**config.mk**
```make
export PLATFORM = sky130hd
export DESIGN_NAME = bolme_birimi_flat
export DESIGN_NICKNAME = d
export VERILOG_FILES = /design/src/rtl/bolme_birimi_if.sv /design/src/rtl/bolme_birimi.sv /design/src/flat_wrapper.sv
export SDC_FILE = /design/constraint.sdc
export NUM_CORES = 1
export LEC_CHECK = 0
export CAP_MARGIN = 30
export CORE_MARGIN = 5
export CORE_UTILIZATION = 30
export DETAILED_ROUTE_END_ITERATION = 16
export PLACE_DENSITY = 0.57
export SLEW_MARGIN = 20
export SYNTH_ARGS = -nofsm -noshare
export SYNTH_HDL_FRONTEND = slang
export SYNTH_SLANG_ARGS = --single-unit
```
**constraint.sdc**
```tcl
create_clock -name clk_i -period 9.5 [get_ports clk_i]
set_input_delay 0.95 -clock clk_i [delete_from_list [all_inputs] [get_ports clk_i]]
set_output_delay 0.95 -clock clk_i [all_outputs]
set_load 0.05 [all_outputs]
```
**src/rtl/bolme_birimi_if.sv**
```systemverilog
// Pipeline <-> divider bus for the YURUT stage: op request, stall input, result and ready.
interface bolme_birimi_if;
  logic        basla_i;
  logic [1:0]  islem_i;
  logic [31:0] bolunen_i;
  logic [31:0] bolen_i;
  logic        durdur_i;
  logic [31:0] sonuc_o;
  logic        hazir_o;

  modport master (
    output basla_i, islem_i, bolunen_i, bolen_i, durdur_i,
    input  sonuc_o, hazir_o
  );

  modport slave (
    input  basla_i, islem_i, bolunen_i, bolen_i, durdur_i,
    output sonuc_o, hazir_o
  );
endinterface

```
**src/rtl/bolme_birimi.sv**
```systemverilog
// Iterative radix-2 RV32M divider (DIV/DIVU/REM/REMU) for the YURUT stage.
// Latency: 33 stall cycles for a normal op, 1 for divide-by-zero / signed overflow.
// Backpressure: holds the finished result in BITTI while durdur_i=1; basla_i=0 aborts.
module bolme_birimi (
  input  logic          clk_i,
  input  logic          rst_i,
  bolme_birimi_if.slave bus
);

  typedef enum logic [1:0] {
    BOS     = 2'd0,
    HESAPLA = 2'd1,
    BITTI   = 2'd2
  } durum_t;

  durum_t      durum, durum_d;
  logic [31:0] kalan, kalan_d;
  logic [31:0] bolum, bolum_d;
  logic [31:0] bolen_r, bolen_d;
  logic [31:0] sonuc_r, sonuc_d;
  logic [4:0]  sayac, sayac_d;
  logic        bolum_neg, bolum_neg_d;
  logic        kalan_neg, kalan_neg_d;
  logic        kalan_sec, kalan_sec_d;

  logic        isaretli, kalan_istek, sifir_bolen, tasma;
  logic [31:0] mutlak_bolunen, mutlak_bolen;
  logic [32:0] deneme, fark;
  logic [31:0] adim_kalan, adim_bolum, son_kalan, son_bolum;

  always_comb begin : giris_cozumle
    isaretli       = ~bus.islem_i[0];
    kalan_istek    = bus.islem_i[1];
    sifir_bolen    = (bus.bolen_i == 32'h0000_0000);
    tasma          = isaretli && (bus.bolunen_i == 32'h8000_0000) &&
                     (bus.bolen_i == 32'hFFFF_FFFF);
    mutlak_bolunen = (isaretli && bus.bolunen_i[31]) ? -bus.bolunen_i : bus.bolunen_i;
    mutlak_bolen   = (isaretli && bus.bolen_i[31])   ? -bus.bolen_i   : bus.bolen_i;
  end

  // The partial remainder stays below the divisor, so after the shift it needs
  // 33 bits and the difference, when non-negative, always fits back into 32.
  always_comb begin : adim
    deneme = {kalan, bolum[31]};
    fark   = deneme - {1'b0, bolen_r};
    if (!fark[32]) begin
      adim_kalan = fark[31:0];
      adim_bolum = {bolum[30:0], 1'b1};
    end else begin
      adim_kalan = deneme[31:0];
      adim_bolum = {bolum[30:0], 1'b0};
    end
    son_bolum = bolum_neg ? -adim_bolum : adim_bolum;
    son_kalan = kalan_neg ? -adim_kalan : adim_kalan;
  end

  always_comb begin : durum_gecis
    durum_d     = durum;
    kalan_d     = kalan;
    bolum_d     = bolum;
    bolen_d     = bolen_r;
    sonuc_d     = sonuc_r;
    sayac_d     = sayac;
    bolum_neg_d = bolum_neg;
    kalan_neg_d = kalan_neg;
    kalan_sec_d = kalan_sec;
    bus.hazir_o = 1'b0;

    case (durum)
      BOS: begin
        bus.hazir_o = ~bus.basla_i;
        if (bus.basla_i) begin
          kalan_sec_d = kalan_istek;
          if (sifir_bolen) begin
            sonuc_d = kalan_istek ? bus.bolunen_i : 32'hFFFF_FFFF;
            durum_d = BITTI;
          end else if (tasma) begin
            sonuc_d = kalan_istek ? 32'h0000_0000 : 32'h8000_0000;
            durum_d = BITTI;
          end else begin
            kalan_d     = 32'h0000_0000;
            bolum_d     = mutlak_bolunen;
            bolen_d     = mutlak_bolen;
            sayac_d     = 5'd0;
            bolum_neg_d = isaretli & (bus.bolunen_i[31] ^ bus.bolen_i[31]);
            kalan_neg_d = isaretli & bus.bolunen_i[31];
            durum_d     = HESAPLA;
          end
        end
      end

      HESAPLA: begin
        if (!bus.basla_i) begin
          durum_d = BOS;
        end else begin
          kalan_d = adim_kalan;
          bolum_d = adim_bolum;
          sayac_d = sayac + 5'd1;
          if (sayac == 5'd31) begin
            sonuc_d = kalan_sec ? son_kalan : son_bolum;
            durum_d = BITTI;
          end
        end
      end

      BITTI: begin
        bus.hazir_o = 1'b1;
        if (!bus.basla_i || !bus.durdur_i) durum_d = BOS;
      end

      default: durum_d = BOS;
    endcase
  end

  always_ff @(posedge clk_i) begin
    if (rst_i) begin
      durum     <= BOS;
      kalan     <= '0;
      bolum     <= '0;
      bolen_r   <= '0;
      sonuc_r   <= '0;
      sayac     <= '0;
      bolum_neg <= 1'b0;
      kalan_neg <= 1'b0;
      kalan_sec <= 1'b0;
    end else begin
      durum     <= durum_d;
      kalan     <= kalan_d;
      bolum     <= bolum_d;
      bolen_r   <= bolen_d;
      sonuc_r   <= sonuc_d;
      sayac     <= sayac_d;
      bolum_neg <= bolum_neg_d;
      kalan_neg <= kalan_neg_d;
      kalan_sec <= kalan_sec_d;
    end
  end

  assign bus.sonuc_o = sonuc_r;

endmodule

```
**src/flat_wrapper.sv**
```systemverilog
// flat-port wrapper written by rule: the top's interface ports become plain ports
module bolme_birimi_flat 
  (clk_i, rst_i, bus_basla_i, bus_islem_i, bus_bolunen_i, bus_bolen_i, bus_durdur_i, bus_sonuc_o, bus_hazir_o);
  bolme_birimi_if bus_i ();
  input  logic clk_i;
  input  logic rst_i;
  input wire logic [$bits(bus_i.basla_i)-1:0] bus_basla_i;
  input wire logic [$bits(bus_i.islem_i)-1:0] bus_islem_i;
  input wire logic [$bits(bus_i.bolunen_i)-1:0] bus_bolunen_i;
  input wire logic [$bits(bus_i.bolen_i)-1:0] bus_bolen_i;
  input wire logic [$bits(bus_i.durdur_i)-1:0] bus_durdur_i;
  output wire logic [$bits(bus_i.sonuc_o)-1:0] bus_sonuc_o;
  output wire logic [$bits(bus_i.hazir_o)-1:0] bus_hazir_o;
  assign bus_i.basla_i = bus_basla_i;
  assign bus_i.islem_i = bus_islem_i;
  assign bus_i.bolunen_i = bus_bolunen_i;
  assign bus_i.bolen_i = bus_bolen_i;
  assign bus_i.durdur_i = bus_durdur_i;
  assign bus_sonuc_o = bus_i.sonuc_o;
  assign bus_hazir_o = bus_i.hazir_o;
  bolme_birimi u_core (.clk_i(clk_i), .rst_i(rst_i), .bus(bus_i));
endmodule
```
==> reports/summary.txt, run 1 <==
Yosys cell types: 92
Yosys warnings: 0
critical path data required time: 9.82 ns
CTS Buf Count: 17
Final Setup Violations: 0
die width: 207 µm
layout cell share with drive strength beyond 1: 0.0606
Final Core Density: 0.354
hold_sp: u_core.bolen_r[31]
Worst Tran Pin Value: 0.929 ns
Top Ports: 103
reg2reg setup slack: 3.34 ns
Clock transition at path regs: 0.07 ns
worst r2r src: u_core.bolum[31]
Tmin final: 6.16 ns
ant diodes: 0
Layout area overhead: 16.8%
drt total wl: 41000 µm
Post-DRT Antenna Nets: 0
Net count, final: 1779
Max Cap Violations: 0
syn nets: 1742
Mapped Area: 0.0117 mm²
#FFs+latches synth: 138
fillers: 4172
VDD IR max: 83.0 µV
Yosys top cell area share: 0.237
Leakage: 0.00498 µW
CTS tree: built
H-tree depth: 4
routed vias: 12.2k
core box area: 0.0386 mm²
kind of critical path: reg2reg
commonest non-fill, non-tap cells in the layout: nor2_1, dfxtp_1, a21oi_1
Max-slew headroom: 0.381
GP Congestion: 0.915
RSZ-0062 raised after global routing: false
Synth Flop Type: dfxtp_1
Multi-input gate area: 0.00827 mm²
reg2reg end: u_core.bus.sonuc_o[24]
crit path DAT: 6.47 ns
WL met1: 18200 µm
initial antenna violation count: 0
final instance area: 0.0136 mm²
async set or reset register ratio after synthesis: 0
GR Overflow Total: 0
final worst path period share: 0.648
status: finished, final reports clean
worst hold path class: reg2reg
routed len/inst: 18.6 µm
WHS Path Cells: 2
area leader, netlist: dfxtp_1
DR WL met3: 1540 µm
Post-synth EDFFs: 0
startpoint types: register
global-route wire length before repair: 64600 µm
FF-to-FF path depth: 20
clock skew: 0.0148 ns
final hold violations: 0
Pwr per Cell Area: 135 mW/mm²
area occupied by registers: 0.00276 mm²
Gate Count Post-Synth: 1632
CTS max path bufs: 2
Placed Area: 0.0131 mm²
vias in the first global route: 11.7k
DRC: 0
Hold Path End: u_core.bolen_r[31]
Pre-antenna DRT Iters: 6
met2 routed WL: 19800 µm
Tot GR Track Use: 0.182
commonest non-fill, non-tap cell in the layout: nor2_1
initial core utilization: 0.303
via/cell ratio: 5.53
cts-stage hold buffer count: 0
ranking of synthesized cells by area: dfxtp_1, nor2_1, a21oi_1, xnor2_1, a211oi_1
number of core rows: 72
Max Slew Vio Count: 0
die span in y: 207 µm
worst skew pair latency: 0.44 ns
post-DP HPWL: 31200 µm
register area share after synthesis: 0.237
CP endpoint kind: register
PostCTS Resize Cnt: 0
DRC marker count from the first detailed-route iteration: 1115
critical path peak fanout: 45
clock sink count: 138
Fmax achieved: 162 MHz
final setup TNS: 0 ns
Die Area: 0.0430 mm²
port bufs: 102
Mean Syn Cell Area: 7.15 µm²
root buf cell: clkbuf_16
largest net degree at the start of global routing: 69
Post-CTS Setup Bufs: 0
max layer used: met4
## metal layers
metal	up-vias	track usage
met5	-	0
met4	0	0.0679
met3	77	0.0196
met2	357	0.312
met1	5755	0.236
li1	5984	-
## how the worst max path moves through the flow
| stage | startpoint | end | depth (start not counted) | slack [ns] |
|---|---|---|---|---|
| floorplan | u_core.bolen_r[17] | u_core.bus.sonuc_o[24] | 23 | 4.50 |
| detailed placement | u_core.bolum[31] | u_core.bus.sonuc_o[24] | 20 | 3.47 |
| finish | u_core.bolum[31] | u_core.bus.sonuc_o[24] | 20 | 3.34 |
| global route | u_core.bolum[31] | u_core.bus.sonuc_o[24] | 20 | 3.01 |
| CTS | u_core.bolum[31] | u_core.bus.sonuc_o[24] | 20 | 3.43 |
| global placement | u_core.bolum[31] | u_core.bus.sonuc_o[24] | 20 | 3.52 |
## cell type report
class                   count  area share
clock buffers              18      0.0315
flip-flops and latches    138       0.203
clock inverters            14     0.00963
inverters                  63      0.0173
repair buffers            119      0.0849
multi-input cells        1330       0.607
well taps                 518      0.0475
## where the power goes
part / internal [µW] / switching (µW) / total, µW
combinational: 198 / 341 / 538
clock: 346 / 309 / 655
sequential: 614 / 35.4 / 650
total: 1160 / 685 / 1840
## stage by stage
step	setup slack, ns	hold slack [ns]	std cells	power [µW]
6_report	3.34	0.473	2200	1840
4_1_cts	3.43	0.478	2199	1850
3_5_place_dp	3.47	0.469	2167	1190
3_3_place_gp	3.52	0.462	2165	1190
2_1_floorplan	4.50	0.446	1632	1030
5_1_grt	3.01	0.521	2200	1930
## registers in the layout, indices dropped and copies added (netlist names)
signal,count
u_core.bolum_neg,1
u_core.bolum,32
u_core.kalan_neg,1
u_core.bus.sonuc_o,32
u_core.durum,2
u_core.bolen_r,32
u_core.kalan_sec,1
u_core.sayac,5
u_core.kalan,32
## critical path: stages (launching register included)
cell and delay, ns:
dfxtp_1 0.41, inv_1 0.15, ha_1 0.24, fa_1 0.41
nand2b_1 0.21, a21oi_1 0.32, o211ai_1 0.27, a21oi_2 0.27
o31a_4 0.31, nor2_4 0.07, inv_2 0.59, o21ai_0 0.36
inv_1 0.13, ha_1 0.24, nand2_1 0.07, or4b_2 0.71
a22oi_4 0.21, o211ai_4 0.18, o41ai_1 0.51, xor2_1 0.26
a21oi_1 0.10
## synthesized netlist by cell type, types with 6 or more instances
cell type,n
nor2_1,272
dfxtp_1,138
a21oi_1,133
nand2_1,127
o21ai_0,93
a211oi_1,76
xnor2_1,76
clkbuf_1,75
nor3_1,62
inv_1,59
xor2_1,52
ha_1,39
o31ai_1,25
or3_1,25
a22oi_1,24
nand3_1,24
mux2i_1,22
buf_2,18
nor4_1,18
a31oi_1,15
nand4_1,15
and3_1,14
nand2b_1,14
o211ai_1,13
a311oi_1,12
a21o_1,11
or4_1,10
nor2b_1,9
o41ai_1,9
o21a_1,8
o21ai_1,8
or2_2,8
o21bai_1,6
## logic make-up (layout without fill, tap and decap cells)
logic type | after synthesis | count (layout) | synth area share
xor+xnor | 128 | 128 | 0.0960
fa+ha+maj | 40 | 40 | 0.0435
buf+inv | 164 | 214 | 0.0567
flops | 138 | 138 | 0.237
simple gates | 639 | 639 | 0.260
mux | 28 | 28 | 0.0250
compound gates | 495 | 495 | 0.283
Power figures use the tool's default switching activity.
==> inputs of run 2 (changes only) <==
==> constraint.sdc (replaced) <==
create_clock -name clk_i -period 6.1 [get_ports clk_i]
set_input_delay 0.61 -clock clk_i [delete_from_list [all_inputs] [get_ports clk_i]]
set_output_delay 0.61 -clock clk_i [all_outputs]
set_load 0.05 [all_outputs]
==> reports/summary.txt, run 2 (synthesized netlist as in run 1, its figures left out) <==
port bufs: 102 (unchanged)
critical path peak fanout: 25 (-44%)
Fmax achieved: 189 MHz (+16%)
final worst path period share: 0.868 (+0.220)
vias in the first global route: 11.7k (+0.25%)
reg2reg setup slack: 0.80 ns (-2.54 ns)
WHS Path Cells: 2 (unchanged)
dpl ws: 0.866 ns (-2.60 ns)
routed vias: 12.1k (-0.36%)
via/cell ratio: 5.51 (-0.45%)
Max-slew headroom: 0.350 (-0.0309)
max incr delay on CP: 0.71 ns (about the same)
drt total wl: 40200 µm (-2.0%)
met1 GRT Util: 0.231 (-0.00523)
largest net degree at the start of global routing: 74 (+7.2%)
fillers: 4153 (-0.46%)
number of core rows: 72 (unchanged)
CTS tree: built
CTS max path bufs: 2 (unchanged)
initial antenna violation count: 0 (unchanged)
final hold violations: 0 (unchanged)
Hold Path End: u_core.bolen_r[31]
Tot GR Track Use: 0.180 (-0.00200)
Post-CTS Setup Bufs: 0 (unchanged)
FF-to-FF path depth: 20 (unchanged)
VDD IR max: 166 µV (+100%)
ant diodes: 0 (unchanged)
startpoint types: register
busiest grt layer: met2
reg2reg end: u_core.bus.sonuc_o[24]
Worst Tran Pin Value: 0.974 ns (+0.0443 ns)
crit path DAT: 5.61 ns (-0.86 ns)
clock sink count: 138 (unchanged)
H-tree depth: 4 (unchanged)
worst skew pair latency: 0.44 ns (about the same)
RSZ-0062 raised after global routing: false
CP top delay family: compound AO/OA/AOI/OAI gates
Leakage: 0.00501 µW (+0.74%)
global-route wire length before repair: 64200 µm (-0.65%)
Die Area: 0.0430 mm² (unchanged)
Pre-antenna DRT Iters: 6 (unchanged)
clock skew: 0.0143 ns (-0.000552 ns)
worst r2r src: u_core.bolum[31]
kind of critical path: reg2reg
layout cell share with drive strength beyond 1: 0.0618 (+0.00112)
DRC marker count from the first detailed-route iteration: 954 (-14%)
Final Setup Violations: 0 (unchanged)
worst hold path class: reg2reg
critical path data required time: 6.41 ns (-3.41 ns)
Post-DRT Antenna Nets: 0 (unchanged)
area occupied by registers: 0.00276 mm² (unchanged)
GR Overflow Total: 0 (unchanged)
status: finished, final reports clean
grt met3 use: 0.0204 (+0.000756)
Pwr per Cell Area: 217 mW/mm² (+61%)
Max Cap Violations: 0 (unchanged)
core box area: 0.0386 mm² (unchanged)
Multi-input gate area: 0.00827 mm² (unchanged)
die width: 207 µm (unchanged)
commonest non-fill, non-tap cell in the layout: nor2_1
CP endpoint kind: register
final setup TNS: 0 ns (unchanged)
Tmin final: 5.30 ns (-0.864 ns)
final worst slack: 0.804 ns (-2.54 ns)
DRC: 0 (unchanged)
CTS Buf Count: 17 (unchanged)
die span in y: 207 µm (unchanged)
Max Slew Vio Count: 0 (unchanged)
GP Congestion: 0.904 (-1.2%)
Crit-path slowest cell: or4b_2
Layout area overhead: 17.4%
routed len/inst: 18.2 µm (-2.1%)
initial core utilization: 0.303 (unchanged)
CP dominant cell by count: a21oi_1
WP buf/inv: 2 (-1)
Net count, final: 1781 (+0.11%)
Cell Chain, Critical Path: inv_1 -> ha_1 -> fa_1 -> nand2b_1 -> a21oi_1 -> o211ai_1 -> a21oi_2 -> o31a_4 -> nor2_4 -> inv_2 -> nor2_1 -> a21oi_1 -> ha_1 -> nand2_1 -> or4b_2 -> a22oi_4 -> o211ai_4 -> o41ai_1 -> xor2_1 -> a21oi_1
cts-stage hold buffer count: 0 (unchanged)
Top Ports: 103 (unchanged)
Clock transition at path regs: 0.06 ns (about the same)
commonest non-fill, non-tap cells in the layout: nor2_1, dfxtp_1, a21oi_1
root buf cell: clkbuf_16
hold_sp: u_core.bolen_r[31]
post-DP HPWL: 30500 µm (-2.2%)
met2 usage: 0.309 (-0.00294)
PostCTS Resize Cnt: 0 (unchanged)
run 2: cell types whose count changed in the layout (fill, tap and decap cells not counted), sizes merged:
cell,delta
buf,+2
bufinv,+4
clkinv,+1
inv,-5
run 2: worst max path at each step:
stage / end / slack [ns] / startpoint / depth (start not counted)
final: u_core.bus.sonuc_o[24] / 0.80 / u_core.bolum[31] / 20
after global routing: u_core.bus.sonuc_o[24] / 0.47 / u_core.bolum[31] / 20
after CTS: u_core.bus.sonuc_o[24] / 0.87 / u_core.bolum[31] / 20
after detailed placement: u_core.bus.sonuc_o[24] / 0.87 / u_core.bolum[31] / 20
after global placement: u_core.bus.sonuc_o[24] / 1.00 / u_core.bolum[31] / 20
after floorplan: u_core.bus.sonuc_o[24] / 1.10 / u_core.bolen_r[17] / 23
run 2: final cells by class:
type,count,area share
clock inverters,14,0.0143
inverters,63,0.0173
well taps,518,0.0473
multi-input cells,1330,0.604
clock buffers,18,0.0313
repair buffers,121,0.0847
flip-flops and latches,138,0.202
run 2: power by group:
group          total [µW]  switching (µW)  internal [µW]
sequential           1010            54.7            957
clock                1130             446            687
combinational         832             526            307
total                2980            1030           1950
run 2: layer usage:
layer	up-vias	wire [µm]	share of wire
met4	0	1450	0.036
met3	65	1580	0.039
met5	-	0	0
met1	5771	17700	0.44
li1	5990	-	-
met2	303	19500	0.48
run 2: worst reg2reg max path, stage by stage (launching register included):
cell and delay, ns:
dfxtp_1 0.34, inv_1 0.07, ha_1 0.20, fa_1 0.40, nand2b_1 0.21, a21oi_1 0.25
o211ai_1 0.24, a21oi_2 0.26, o31a_4 0.29, nor2_4 0.07, inv_2 0.31, nor2_1 0.08
a21oi_1 0.24, ha_1 0.29, nand2_1 0.06, or4b_2 0.71, a22oi_4 0.20, o211ai_4 0.18
o41ai_1 0.51, xor2_1 0.18, a21oi_1 0.08
run 2: metrics by stage:
| step | cell area, µm² | util | hold slack, ns | instances | power (µW) |
|---|---|---|---|---|---|
| global placement | 13100 | 0.339 | 0.461 | 2170 | 1850 |
| finish | 13700 | 0.355 | 0.472 | 2202 | 2980 |
| CTS | 13700 | 0.355 | 0.475 | 2202 | 2990 |
| floorplan | 11700 | - | 0.446 | 1632 | 1600 |
| global route | 13700 | 0.355 | 0.496 | 2202 | 3130 |
| detailed placement | 13100 | 0.339 | 0.462 | 2170 | 1850 |
==> inputs of run 3 (changes only) <==
--- a/config.mk
+++ b/config.mk
@@ -5,12 +5,15 @@
 export SDC_FILE = /design/constraint.sdc
 export NUM_CORES = 1
 export LEC_CHECK = 0
+export ABC_AREA = 1
 export CAP_MARGIN = 30
 export CORE_MARGIN = 5
 export CORE_UTILIZATION = 30
+export CTS_BUF_LIST = sky130_fd_sc_hd__clkbuf_8 sky130_fd_sc_hd__clkbuf_16
 export DETAILED_ROUTE_END_ITERATION = 16
 export PLACE_DENSITY = 0.57
 export SLEW_MARGIN = 20
 export SYNTH_ARGS = -nofsm -noshare
 export SYNTH_HDL_FRONTEND = slang
 export SYNTH_SLANG_ARGS = --single-unit
+export TNS_END_PERCENT = 30
==> reports/summary.txt, run 3 <==
commonest non-fill, non-tap cell in the layout: nand2_1
startpoint types: register
Yosys top cell area share: 0.213 (-0.0238)
Tot GR Track Use: 0.199 (+0.0190)
die span in y: 218 µm (+5.2%)
commonest non-fill, non-tap cells in the layout: nand2_1, inv_1, nor2_1
Synth Flop Type: dfxtp_1
register area share after synthesis: 0.213 (-0.0238)
Post-synth EDFFs: 0 (unchanged)
FF-to-FF path depth: 31 (+55%)
Hold Path End: u_core.bus.sonuc_o[13]
GP Congestion: 0.914 (+1.1%)
final setup TNS: 0 ns (unchanged)
DRC: 0 (unchanged)
Pwr per Cell Area: 196 mW/mm² (-9.7%)
worst r2r src: u_core.bolum[31]
Pre-antenna DRT Iters: 6 (unchanged)
core box area: 0.0430 mm² (+11%)
initial core utilization: 0.302 (-0.000780)
clock sink count: 138 (unchanged)
CP endpoint kind: register
Leakage: 0.00713 µW (+42%)
DRC marker count from the first detailed-route iteration: 1469 (+54%)
Die Area: 0.0475 mm² (+11%)
dpl ws: 1.38 ns (+0.509 ns)
final hold violations: 0 (unchanged)
die width: 218 µm (+5.2%)
routed len/inst: 16.3 µm (-11%)
PostCTS Resize Cnt: 0 (unchanged)
final worst path period share: 0.762 (-0.106)
Mean Syn Cell Area: 5.60 µm² (-22%)
worst hold path class: reg2reg
kind of critical path: reg2reg
RSZ-0062 raised after global routing: false
Crit-path slowest cell: fa_1
H-tree depth: 4 (unchanged)
CTS max path bufs: 2 (unchanged)
crit path DAT: 5.01 ns (-0.60 ns)
most numerous cell in the Yosys netlist: nand2_1
post-DP HPWL: 38000 µm (+24%)
cts-stage hold buffer count: 0 (unchanged)
Fmax achieved: 215 MHz (+14%)
Gate Count Post-Synth: 2320 (+42%)
reg2reg end: u_core.bus.sonuc_o[30]
area leader, netlist: dfxtp_1
Clock transition at path regs: 0.07 ns (about the same)
root buf cell: clkbuf_16
CP top delay family: simple AND/OR/NAND/NOR gates
critical path data required time: 6.46 ns (+0.05 ns)
Final Setup Violations: 0 (unchanged)
ranking of synthesized cells by area: dfxtp_1, nand2_1, inv_1, a21oi_1, o21ai_0
Tmin final: 4.65 ns (-0.648 ns)
Layout area overhead: 15.8%
Yosys warnings: 0 (unchanged)
worst skew pair latency: 0.44 ns (about the same)
Yosys cell types: 52 (-43%)
largest net degree at the start of global routing: 83 (+12%)
Top Ports: 103 (unchanged)
clock skew: 0.0129 ns (-0.00137 ns)
VDD IR max: 219 µV (+32%)
reg2reg setup slack: 1.45 ns (+0.65 ns)
async set or reset register ratio after synthesis: 0 (unchanged)
CP dominant cell by count: nand2_1
Net count, final: 2476 (+39%)
hold_sp: u_core.bus.sonuc_o[13]
#FFs+latches synth: 138 (unchanged)
critical path peak fanout: 45 (+80%)
status: finished, final reports clean
Max Slew Vio Count: 0 (unchanged)
via/cell ratio: 5.05 (-8.4%)
ant diodes: 0 (unchanged)
WP buf/inv: 3 (+1)
final worst slack: 1.45 ns (+0.648 ns)
layout cell share with drive strength beyond 1: 0.0504 (-0.0113)
drt total wl: 48300 µm (+20%)
max incr delay on CP: 0.42 ns (-0.29 ns)
Mapped Area: 0.0130 mm² (+11%)
Max Cap Violations: 0 (unchanged)
Max-slew headroom: 0.353 (+0.00314)
GR Overflow Total: 0 (unchanged)
Worst Tran Pin Value: 0.970 ns (-0.00377 ns)
Post-CTS Setup Bufs: 0 (unchanged)
WHS Path Cells: 2 (unchanged)
routed vias: 15.0k (+23%)
CTS tree: built
CP Depth: 31 (+55%)
initial antenna violation count: 1 (+1)
vias in the first global route: 13.7k (+17%)
Post-DRT Antenna Nets: 0 (unchanged)
number of core rows: 76 (+5.6%)
CTS Buf Count: 17 (unchanged)
synth cell count leaders: nand2_1, inv_1, nor2_1
syn nets: 2430 (+39%)
port bufs: 102 (unchanged)
global-route wire length before repair: 75600 µm (+18%)
-- run 3: cell count changes in the layout (fill, tap and decap cells not counted), sizes merged, moves of 25 or more --
cell | previous run | this run
or3 | 26 | 1
xnor2 | 76 | 12
nor2 | 274 | 218
a211oi | 78 | 1
nand2 | 127 | 761
inv | 62 | 315
a21oi | 137 | 208
a22oi | 25 | 0
o21ai | 102 | 196
nand3 | 24 | 156
-- run 3: stage by stage --
stage | hold slack (ns) | cells | util | power [µW] | area (µm²)
after floorplan | 0.432 | 2320 | - | 1590 | 13000
after global placement | 0.457 | 2932 | 0.336 | 1880 | 14400
after detailed placement | 0.457 | 2932 | 0.336 | 1880 | 14400
after CTS | 0.468 | 2964 | 0.350 | 2960 | 15000
after global routing | 0.480 | 2964 | 0.350 | 3120 | 15000
final | 0.467 | 2964 | 0.350 | 2950 | 15000
-- run 3: kinds of logic (layout without fill, tap and decap cells) --
logic type,after synthesis,count (layout),synth area share
compound gates,456,456,0.187
fa+ha+maj,40,40,0.0391
buf+inv,399,458,0.122
flops,138,138,0.213
simple gates,1238,1238,0.407
xor+xnor,49,49,0.0331
-- run 3: cell type report --
class / instances / area, µm²
clock inverters: 15 / 164
flip-flops and latches: 138 / 2760
fillers: 4860 / 27900
multi-input cells: 1783 / 8660
inverters: 309 / 1160
repair buffers: 117 / 1130
clock buffers: 17 / 425
well taps: 585 / 732
-- run 3: routing by layer --
metal | vias up | global-route usage | routed length, µm
met5 | - | 0 | 0
met4 | 0 | 0.0494 | 956
met3 | 45 | 0.0305 | 3040
met2 | 457 | 0.326 | 22000
met1 | 6887 | 0.274 | 22200
li1 | 7570 | - | -
-- run 3: how the worst max path moves through the flow --
| stage | startpoint | slack (ns) | end |
|---|---|---|---|
| after floorplan | u_core.bolum[31] | 2.21 | u_core.bus.sonuc_o[30] |
| after global routing | u_core.bolum[31] | 0.85 | u_core.bus.sonuc_o[30] |
| after global placement | bus_bolunen_i[0] | 1.50 | u_core.sayac[3] |
| after detailed placement | bus_bolunen_i[0] | 1.38 | u_core.sayac[3] |
| after CTS | u_core.bolum[31] | 1.50 | u_core.bus.sonuc_o[26] |
| final | u_core.bolum[31] | 1.45 | u_core.bus.sonuc_o[30] |
-- run 3: tightest hold or removal path: cells and delay by family (launching register included) --
family	cells	cell delay, ns
AND/OR/NAND/NOR	1	0.06
flip-flops	1	0.31
AO/OA/AOI/OAI	1	0.06
-- run 3: where the power goes --
group | internal (µW) | switching, µW | leakage (µW) | total (µW)
clock | 611 | 463 | 0.000291 | 1070
sequential | 954 | 41.7 | 0.00113 | 996
combinational | 276 | 606 | 0.00571 | 882
total | 1840 | 1110 | 0.00713 | 2950
